**src/rtl/fetch_stage.sv**
```systemverilog
// rtl/fetch_stage.sv - instruction fetch stage: PC, imem req/ready handshake, registered IF outputs.
// Optional bubble counter output enabled by FETCH_BUBBLE_CNT_EN.
module fetch_stage #(
  parameter int              ADDR_W   = 32,
  parameter int              INST_W   = 32,
  parameter logic [ADDR_W-1:0] RESET_PC = '0
) (
  input  logic              CLK,
  input  logic              RST_N,
  input  logic              stall,
  input  logic              redirect_valid,
  input  logic [ADDR_W-1:0] redirect_pc,
  output logic              imem_req,
  output logic [ADDR_W-1:0] imem_addr,
  input  logic              imem_ready,
  input  logic [INST_W-1:0] imem_rdata,
  output logic [ADDR_W-1:0] if_pc,
  output logic [INST_W-1:0] if_inst,
  output logic              if_valid
`ifdef FETCH_BUBBLE_CNT_EN
  ,
  output logic [15:0]       bubble_cnt
`endif
);

  typedef enum logic [1:0] {BOOT, FETCH, HOLD, DRAIN} state_t;

  localparam logic [ADDR_W-1:0] ALIGN_MASK = ~ADDR_W'(3);

  state_t              state, state_n;
  logic [ADDR_W-1:0]   pc, pc_n, pc_inc, tgt;
  logic [ADDR_W-1:0]   if_pc_n, hold_pc, hold_pc_n, pend_pc, pend_pc_n;
  logic [INST_W-1:0]   if_inst_n, hold_inst, hold_inst_n;
  logic                if_valid_n;

  assign pc_inc    = pc + ADDR_W'(4);
  assign tgt       = redirect_pc & ALIGN_MASK;
  assign imem_addr = pc;

  always_ff @(posedge CLK or negedge RST_N) begin
    if (!RST_N) state <= BOOT;
    else        state <= state_n;
  end

  // Redirect wins over everything; a redirect against an outstanding request parks in DRAIN.
  always_comb begin
    state_n     = state;
    pc_n        = pc;
    if_pc_n     = if_pc;
    if_inst_n   = if_inst;
    if_valid_n  = if_valid;
    hold_pc_n   = hold_pc;
    hold_inst_n = hold_inst;
    pend_pc_n   = pend_pc;
    case (state)
      BOOT: begin
        state_n = FETCH;
        if (redirect_valid) pc_n = tgt;
      end
      FETCH: begin
        if (redirect_valid) begin
          if_valid_n = 1'b0;
          if (imem_ready) begin
            pc_n = tgt;
          end else begin
            pend_pc_n = tgt;
            state_n   = DRAIN;
          end
        end else if (imem_ready) begin
          pc_n = pc_inc;
          if (stall) begin
            hold_pc_n   = pc;
            hold_inst_n = imem_rdata;
            state_n     = HOLD;
          end else begin
            if_pc_n    = pc;
            if_inst_n  = imem_rdata;
            if_valid_n = 1'b1;
          end
        end else if (!stall) begin
          if_valid_n = 1'b0;
        end
      end
      HOLD: begin
        if (redirect_valid) begin
          if_valid_n = 1'b0;
          pc_n       = tgt;
          state_n    = FETCH;
        end else if (!stall) begin
          if_pc_n    = hold_pc;
          if_inst_n  = hold_inst;
          if_valid_n = 1'b1;
          state_n    = FETCH;
        end
      end
      DRAIN: begin
        if_valid_n = 1'b0;
        if (redirect_valid) pend_pc_n = tgt;
        if (imem_ready) begin
          pc_n    = redirect_valid ? tgt : pend_pc;
          state_n = FETCH;
        end
      end
      default: state_n = BOOT;
    endcase
  end

  always_comb begin
    imem_req = (state == FETCH) || (state == DRAIN);
  end

  always_ff @(posedge CLK or negedge RST_N) begin
    if (!RST_N) begin
      pc        <= RESET_PC & ALIGN_MASK;
      if_pc     <= '0;
      if_inst   <= '0;
      if_valid  <= 1'b0;
      hold_pc   <= '0;
      hold_inst <= '0;
      pend_pc   <= '0;
    end else begin
      pc        <= pc_n;
      if_pc     <= if_pc_n;
      if_inst   <= if_inst_n;
      if_valid  <= if_valid_n;
      hold_pc   <= hold_pc_n;
      hold_inst <= hold_inst_n;
      pend_pc   <= pend_pc_n;
    end
  end

`ifdef FETCH_BUBBLE_CNT_EN
  always_ff @(posedge CLK or negedge RST_N) begin
    if (!RST_N) begin
      bubble_cnt <= '0;
    end else if (state != BOOT && !stall && !if_valid_n && bubble_cnt != 16'hFFFF) begin
      bubble_cnt <= bubble_cnt + 16'd1;
    end
  end
`endif

endmodule

```
**config.mk**
```make
export PLATFORM = sky130hd
export DESIGN_NAME = fetch_stage
export DESIGN_NICKNAME = d
export VERILOG_FILES = /design/src/rtl/fetch_stage.sv
export SDC_FILE = /design/constraint.sdc
export NUM_CORES = 1
export LEC_CHECK = 0
export ABC_AREA = 1
export CAP_MARGIN = 20
export CORE_AREA = 2 2 178 110
export CTS_BUF_LIST = sky130_fd_sc_hd__clkbuf_16
export CTS_CLUSTER_DIAMETER = 30
export DETAILED_ROUTE_END_ITERATION = 12
export DIE_AREA = 0 0 180 112
export PLACE_DENSITY = 0.8
export SLEW_MARGIN = 20
export SYNTH_ARGS = -nofsm -noshare
export SYNTH_HDL_FRONTEND = slang
export SYNTH_SLANG_ARGS = --single-unit
```
**constraint.sdc**
```tcl
create_clock -name CLK -period 2.2 [get_ports CLK]
set_clock_uncertainty 0.1 [all_clocks]
set_input_delay 0.66 -clock CLK [delete_from_list [all_inputs] [get_ports CLK]]
set_output_delay 0.66 -clock CLK [all_outputs]
set_load 0.02 [all_outputs]
```
# Word-level counts from Yosys, hierarchy flattened
# Index checks and enable logic that the tools add are counted.
# totals
reg_bits	195
out_inout_bits	98
word_cells	75
# classes
n_addsub	1
eq_ne	17
muxes	36
n_bitwise	1
n_reduce_logical	12
# ops
cell	count
$mux W32	18
$pmux W32 S2	3
$pmux W32 S3	1
$add A32 B3 Y32 const B	1
$ne A2 B2 Y1 const B	8
$mux W2	7
$ne A3 B3 Y1 const B	4
$pmux W2 S4	1
$reduce_and A3 Y1	2
$reduce_and A6 Y1	1
$mux W1	5
$reduce_and A5 Y1	1
$eq A2 B2 Y1 const B	2
$ne A4 B4 Y1 const B	1
$reduce_and A4 Y1	1
$reduce_bool A2 Y1	2
$pmux W1 S3	1
$reduce_bool A3 Y1	1
$eq A2 B1 Y1 const B	1
$logic_not A2 Y1	1
$ne A2 B1 Y1 const B	1
$reduce_and A2 Y1	1
$reduce_or A2 Y1	1
$logic_or A1 B1 Y1	1
$not A1 Y1	1

# Longest topological paths before layout
# logic_depth
ltp_word	4
depth_mapped	12

# Worst setup path before layout
# Ideal clock, no wire load.
# synth_timing
path_kind	input port to flip-flop
start	input port redirect_valid
end	register pc[28], in the netlist imem_addr[28]
arrival_time_ns	1.787
setup_slack_ns	0.190
stages	7
cell_sequence	inv_1 -> buf_2 -> o21ai_2 -> clkbuf_1 -> o221ai_1 -> a21oi_1 -> a21oi_1
# synth_via
elab_chain_len	3
# synth_rtl
element	line_no	text
start, declared	11	input logic redirect_valid,
$mux W32	n/a	
$mux W32	99	if (imem_ready) begin
$pmux W32 S3	55	case (state)
end signal, assigned	114	pc <= RESET_PC & ALIGN_MASK;
end signal, assigned	122	pc <= pc_n;
end, declared	31	logic [ADDR_W-1:0] pc, pc_n, pc_inc, tgt;
# Parallel ways exist; a longest one is shown, timed or not. The select of a mux whose other input is x is not followed.
# A chain may end at the register's enable or synchronous reset.

# Final worst setup path
# layout_timing
start	register if_pc[10]
end	output port if_pc[10]
# layout_rtl
element	line_no	text
start, declared	17	output logic [ADDR_W-1:0] if_pc,
start signal, assigned	123	if_pc <= if_pc_n;
# No word-level cell between the ends.

==> flow_summary.json <==
{
  "wl_met1_mm": 13.18,
  "powerDensity_mw_per_mm2": 1444,
  "maxUsedRoutingLayer": "met4",
  "max_freq_ghz": 0.4579,
  "hold_slack_ns": 0.005635,
  "avgViaCountPerCell": 5.482,
  "power_leakage_nw": 6.588,
  "required_ns": 1.44,
  "critPathBufInv": 1,
  "worstMarginPinSlew_ns": 0.5071,
  "wl_met2_mm": 12.58,
  "yosysWarnings": 0,
  "drive_gt1_share_pct": 11.45,
  "synth.avg_cell_area_um2": 7.624,
  "syn-instance-count": 1290,
  "dr_total_vias": 9676,
  "drt-total-wl_mm": 29.83,
  "grt_pass1_vias": 9074,
  "die_width_um": 180,
  "synth_cell_types": 39,
  "cap_violations": 0,
  "regToRegStartpoint": "imem_addr[4]$_DFFE_PN0P_",
  "antenna_cells": 0,
  "dieHeight_um": 112,
  "crit_path_end_kind": "primary output",
  "crit_type": "reg -> out",
  "finalCritPeriodShare_pct": 99.27,
  "final_common_cell": "nand2_1",
  "crit_chain": "clkdlybuf4s50_1",
  "cp-start-kind": "register",
  "grtUsageTotal_pct": 29.62,
  "status": "finished, final reports clean",
  "fin_crit_ns": 2.184,
  "drc": 0,
  "power_mw": 19.04,
  "wl_per_cell_um": 16.90,
  "cts_root_buf": "clkbuf_16",
  "htree_levels": 4,
  "portBuffers": 164,
  "clockBufferDepth": 2,
  "synth_seq_cells": 195,
  "startpoint": "if_pc[10]$_DFFE_PN0P_",
  "path_delay_family": "buffers and inverters",
  "cts_made_buffers": 17,
  "hp-class": "in -> async",
  "clkLatencyLatePin_ns": 0.44,
  "rsz0062_at_grt": "no",
  "syn2layout_area_growth_pct": 34.06,
  "grt_pass1_wl_mm": 47.31,
  "cts_tree": "yes",
  "syn-num-nets": 1360,
  "grt-ovfl-total": 0,
  "clk_pin_slew_worst_paths_ns": 0.08,
  "synth_seq_area_share_pct": 49.62,
  "hold_viol_final": 0,
  "worst-path-max-fanout": 2,
  "core.rowCount": 39,
  "dr.pass1.iters": 7,
  "core_area_mm2": 0.01859,
  "cpMaxStageDelayCell": "clkdlybuf4s50_1",
  "antenna_found_initial": 0,
  "cts_sinks": 195,
  "met3_length_mm": 3.614,
  "arrival_ns": 1.42,
  "nNetsFinal": 1576,
  "vdd_drop_max_v": 0.0006420,
  "antenna_left": 0,
  "layout_common_cells": "nand2_1, o21ai_0, dfrtp_1",
  "io_pins": 167,
  "syn_area_mm2": 0.009834,
  "place_congestion": 0.9382,
  "cpPeakStageDelay_ns": 0.62,
  "setup_viol": 0,
  "initial_utilization_pct": 52.90,
  "place_hpwl_mm": 20.78,
  "grt_max_degree": 129,
  "dieArea_mm2": 0.02016,
  "max_slew_margin_pct": 66.19,
  "dr.first_iter.drc_count": 1235,
  "final_max_slew_viol_count": 0
}
[power breakdown]
part / leakage [nW] / internal, mW / switching (mW)
logic: 3.98 / 3.79 / 5.70
registers: 2.33 / 5.31 / 1.13
clock network: 0.281 / 1.53 / 1.58
total: 6.59 / 10.6 / 8.41
[routing by layer]
layer,track usage (%),vias up
met1,44.82,4511
met4,7.696,0
met2,42.63,520
met5,0,-
li1,-,4588
met3,7.262,57
[area by class of cell]
| type | instances | area (um^2) |
|---|---|---|
| clock buffers | 17 | 425.4 |
| well taps | 246 | 307.8 |
| fillers | 1462 | 5408 |
| inverters | 153 | 574.3 |
| repair buffers | 271 | 2720 |
| clock inverters | 15 | 163.9 |
| flip-flops and latches | 195 | 4887 |
| multi-input cells | 868 | 4105 |
[worst register-to-register path: stages, from the launching register on]
cell	delay (ns)
dfrtp_1	0.52
nand3_1	0.20
inv_1	0.16
nand2_1	0.11
nor2_1	0.34
nand2_1	0.10
nand2_1	0.07
nand3_1	0.10
nand2_1	0.12
nand2_1	0.06
a21oi_1	0.13
[cells in the mapped netlist]
library cell,n,area (um^2)
a221oi_1,3,26.28
o21ai_0,207,1036
nand4_1,1,6.260
a32oi_1,1,8.760
o21a_1,20,150.1
nand3_1,29,145.1
dfrtp_1,195,4880
a2111oi_2,1,15.01
inv_2,5,18.77
inv_1,148,555.5
o211ai_1,2,15.01
o31ai_1,1,7.510
o22ai_1,1,6.260
nand2_4,2,22.52
a21oi_2,1,8.760
xnor2_1,2,17.52
ha_1,1,12.51
clkbuf_1,42,157.7
nor2_4,1,11.26
or2_2,1,6.260
nor3_1,4,20.02
a22oi_1,5,37.54
a211oi_1,1,7.510
xor2_1,4,35.03
a31oi_1,3,18.77
buf_1,5,18.77
o21ai_2,2,17.52
nand3b_1,2,15.01
o311ai_4,1,26.28
o221ai_1,22,192.7
and2_1,2,12.51
o21bai_1,2,15.01
a21oi_1,55,275.3
nand2_1,412,1546
nor2_1,73,274.0
clkbuf_2,1,5.000
buf_6,2,22.52
mux2_2,6,67.56
buf_2,24,120.1
[stage by stage]
stage	util [%]	instances	setup WS [ns]	cell area, um^2	setup TNS [ns]
floorplan	-	1290	0.1904	9834	0
global placement	66.91	1729	-0.3194	12440	-46.64
detailed placement	66.91	1729	-0.4018	12440	-55.63
CTS	69.92	1761	0.005266	13000	0
global route	70.91	1765	0.0006254	13180	0
finish	70.91	1765	0.01611	13180	0
[kinds of logic after synthesis]
kind of cell	count (synthesis)	synth area share (%)
compound gates	328	18.96
buf+inv	227	9.135
simple gates	527	20.94
xor+xnor	6	0.5343
flops	195	49.62
fa+ha+maj	1	0.1272
mux	6	0.6870
[timing repair]
item	in CTS	in global routing
resized for setup	36	47
setup endpoints to repair	30	88
cloned	0	2
hold buffers	0	0
hold endpoints to repair	0	0
setup buffers	0	2
[flip-flops by register name, summed over array words and instances (netlist names)]
register and count:
hold_inst 32, hold_pc 32, if_inst 32, if_pc 32
if_valid 1, imem_addr 32, pend_pc 32, state 2
[path summary, 6_finish.rpt]
check / endpoint / slack (ns) / depth (start not counted)
worst max-delay path: if_pc[10] / 0.02 / 1
worst min-delay path: if_inst[8]$_DFFE_PN0P_ / 0.006 / 1
worst max register to register: imem_addr[29]$_DFFE_PN0P_ / 0.14 / 10
worst min register to register: pend_pc[0]$_DFFE_PN0P_ / 0.37 / 2
max in group asynchronous: if_pc[27]$_DFFE_PN0P_ / 1.32 / 2
min in group CLK: pend_pc[0]$_DFFE_PN0P_ / 0.37 / 2
Power figures use the tool's default switching activity.
==> RTL change, RTL diff (same flow settings) <==
Add a define of `FETCH_BUBBLE_CNT_EN`.
--- a/src/rtl/fetch_stage.sv
+++ b/src/rtl/fetch_stage.sv
@@ -1,5 +1,7 @@
 // rtl/fetch_stage.sv - instruction fetch stage: PC, imem req/ready handshake, registered IF outputs.
 // Optional bubble counter output enabled by FETCH_BUBBLE_CNT_EN.
+`define FETCH_BUBBLE_CNT_EN
+
 module fetch_stage #(
   parameter int              ADDR_W   = 32,
   parameter int              INST_W   = 32,
Check against the original RTL (old outputs only; new: bubble_cnt): equivalent (equiv_simple and equiv_induct, registers matched by name and starting in step).
==> RTL change against the original RTL <==
- register-to-register slack better by 0.04 ns
- synthesized area grew 6.3%
- synthesized cell count up 3.9%
- total power is 15% higher
- sequential power rose by 9.0%
- global-route usage grew 1.6 points
- highest routed layer unchanged
- critical endpoint is now imem_addr[8]
- sequential share of layout area rose by 0.11 points
- sequential cell count up 16
- wire length grew 5.1%
- largest power group unchanged
- setup slack gained 0.043 ns
- count of clock-buffer cells in the layout up 20
- design area is 7.9% higher
- utilization increased by 5.6 points
==> RTL change: results (changes against the original RTL) <==
STA
The tightest slew margin relative to the limit is 68.2% (was 66.2%).

Clocking
The worst-skew pair later-pin latency came to 0.50 ns (was 0.44 ns). The number of H-tree levels was 2 (was 4). The clock-pin slew reported for the worst setup and hold paths after clock tree synthesis was 0.05 ns (was 0.08 ns).

Logic synthesis
Post-synth top cells: sky130_fd_sc_hd__nand2_1, sky130_fd_sc_hd__dfrtp_1, sky130_fd_sc_hd__nor2_1 (was sky130_fd_sc_hd__nand2_1, sky130_fd_sc_hd__o21ai_0, sky130_fd_sc_hd__dfrtp_1). Main area contributors after synthesis: sky130_fd_sc_hd__dfrtp_1, sky130_fd_sc_hd__nand2_1, sky130_fd_sc_hd__nor2_1 (was sky130_fd_sc_hd__dfrtp_1, sky130_fd_sc_hd__nand2_1, sky130_fd_sc_hd__o21ai_0). The portion of the post-synthesis area used by sequential elements is 50.5% (was 49.6%). The post-synthesis compound-gate area fraction is 15.4% (was 19.0%). The distinct cell type count after synthesis came to 41 (was 39). The adder and majority gate portion of the synthesized area is 0.239% (was 0.127%).

Status
Run status: finished clean (unchanged).

GRT
The number of global-route vias before repair is 9885 (was 9074). The global-route wire length before repair is 51.2 mm (was 47.3 mm). The initial antenna violation count is 1 (was 0).

Placement
The total half-perimeter wirelength after legalization and detailed placement is 21.4 mm (was 20.8 mm). The post-placement cell area is 13100 sq um (was 12400 sq um). The total instance count after detailed placement is 1786 (was 1729).

Power and ir drop
The leakage power is 0.00682 uW (was 0.00659 uW). The net switching share of the total power came to 41.3% (was 44.2%).

Final layout
The number of filler instances in the final layout is 1407 (was 1462). The number of non-filler instances in the completed layout is 1850 (was 1765).

Routing
The detailed-route vias per instance was 5.66 (was 5.48). The number of DRC violations after detailed-routing iteration 0 is 1214 (was 1235).

Critical path
The longest individual stage delay on the worst path is 0.52 ns (was 0.62 ns). The cell type of the slowest stage on the worst timing path is sky130_fd_sc_hd__dfrtp_1 (was sky130_fd_sc_hd__clkdlybuf4s50_1).
## RTL change: cell count changes in the layout (fill, tap and decap cells not counted), moves of 34 or more
cell and delta:
sky130_fd_sc_hd__dlygate4sd2_1 +76, sky130_fd_sc_hd__inv_1 -69, sky130_fd_sc_hd__clkdlybuf4s50_1 -34, sky130_fd_sc_hd__o21ai_0 -107, sky130_fd_sc_hd__nor2_1 +81, sky130_fd_sc_hd__nand2_1 +43, sky130_fd_sc_hd__a31oi_1 +63
## RTL change: worst paths after layout
check	end	slack (ns)	cells past startpoint	start
setup / recovery	imem_addr[8]	0.06	1	imem_addr[8]
hold reg to reg	pend_pc[7]	0.38	2	pend_pc[7]
setup reg to reg	hold_inst[0]	0.18	8	state[0]
hold / removal	pend_pc[11]	0.02	1	RST_N
min in group CLK	pend_pc[7]	0.38	2	pend_pc[7]
max in group asynchronous	bubble_cnt[8]	1.42	2	RST_N
## RTL change: logic make-up (layout without fill, tap and decap cells)
| family | count (synthesis) | in the layout |
|---|---|---|
| buf+inv | 162 | 426 |
| xor+xnor | 20 | 20 |
| fa+ha+maj | 2 | 2 |
| flops | 211 | 211 |
| simple gates | 674 | 674 |
| compound gates | 271 | 271 |
## RTL change: timing repair
item / CTS / global route
setup buffers: 0 / 0
gates resized for setup: 109 / 15
setup endpoints to repair: 106 / 24
hold endpoints to repair: 0 / 0
## RTL change: per-layer routing
layer	global-route usage (%)	vias to the layer above	part of all wire, %
met5	0	-	0
met4	7.10	0	1.3
met3	6.74	50	10
met2	46.9	556	45
met1	46.5	4974	44
li1	-	4892	-
## RTL change: area by class of cell
class / instances / share of cell area [%]
Clock buffer: 37 / 6.51
Clock inverter: 27 / 2.06
Inverter: 87 / 2.31
Tap cell: 246 / 2.16
Sequential cell: 211 / 37.2
Multi-Input combinational cell: 967 / 31.6
Timing Repair Buffer: 275 / 18.2
## RTL change: stage by stage
stage / setup WS, ns / setup TNS, ns / total power, uW / utilization [%]
after global placement: -0.262 / -43.33 / 16400 / 70.4
final: 0.0591 / 0 / 21800 / 76.5
after floorplan: 0.162 / 0 / 12200 / -
after CTS: 0.000303 / 0 / 21800 / 76.3
after detailed placement: -0.410 / -54.93 / 16700 / 70.4
after global routing: 0.00777 / 0 / 23100 / 76.5
## RTL change: power groups by stage
| stage | registers (uW) | clock network (uW) | logic [uW] |
|---|---|---|---|
| global placement | 6980 | 0 | 9370 |
| floorplan | 7890 | 0 | 4320 |
| global route | 7200 | 5920 | 10000 |
| CTS | 6980 | 5690 | 9110 |
| detailed placement | 7030 | 0 | 9630 |
| finish | 7010 | 5640 | 9170 |
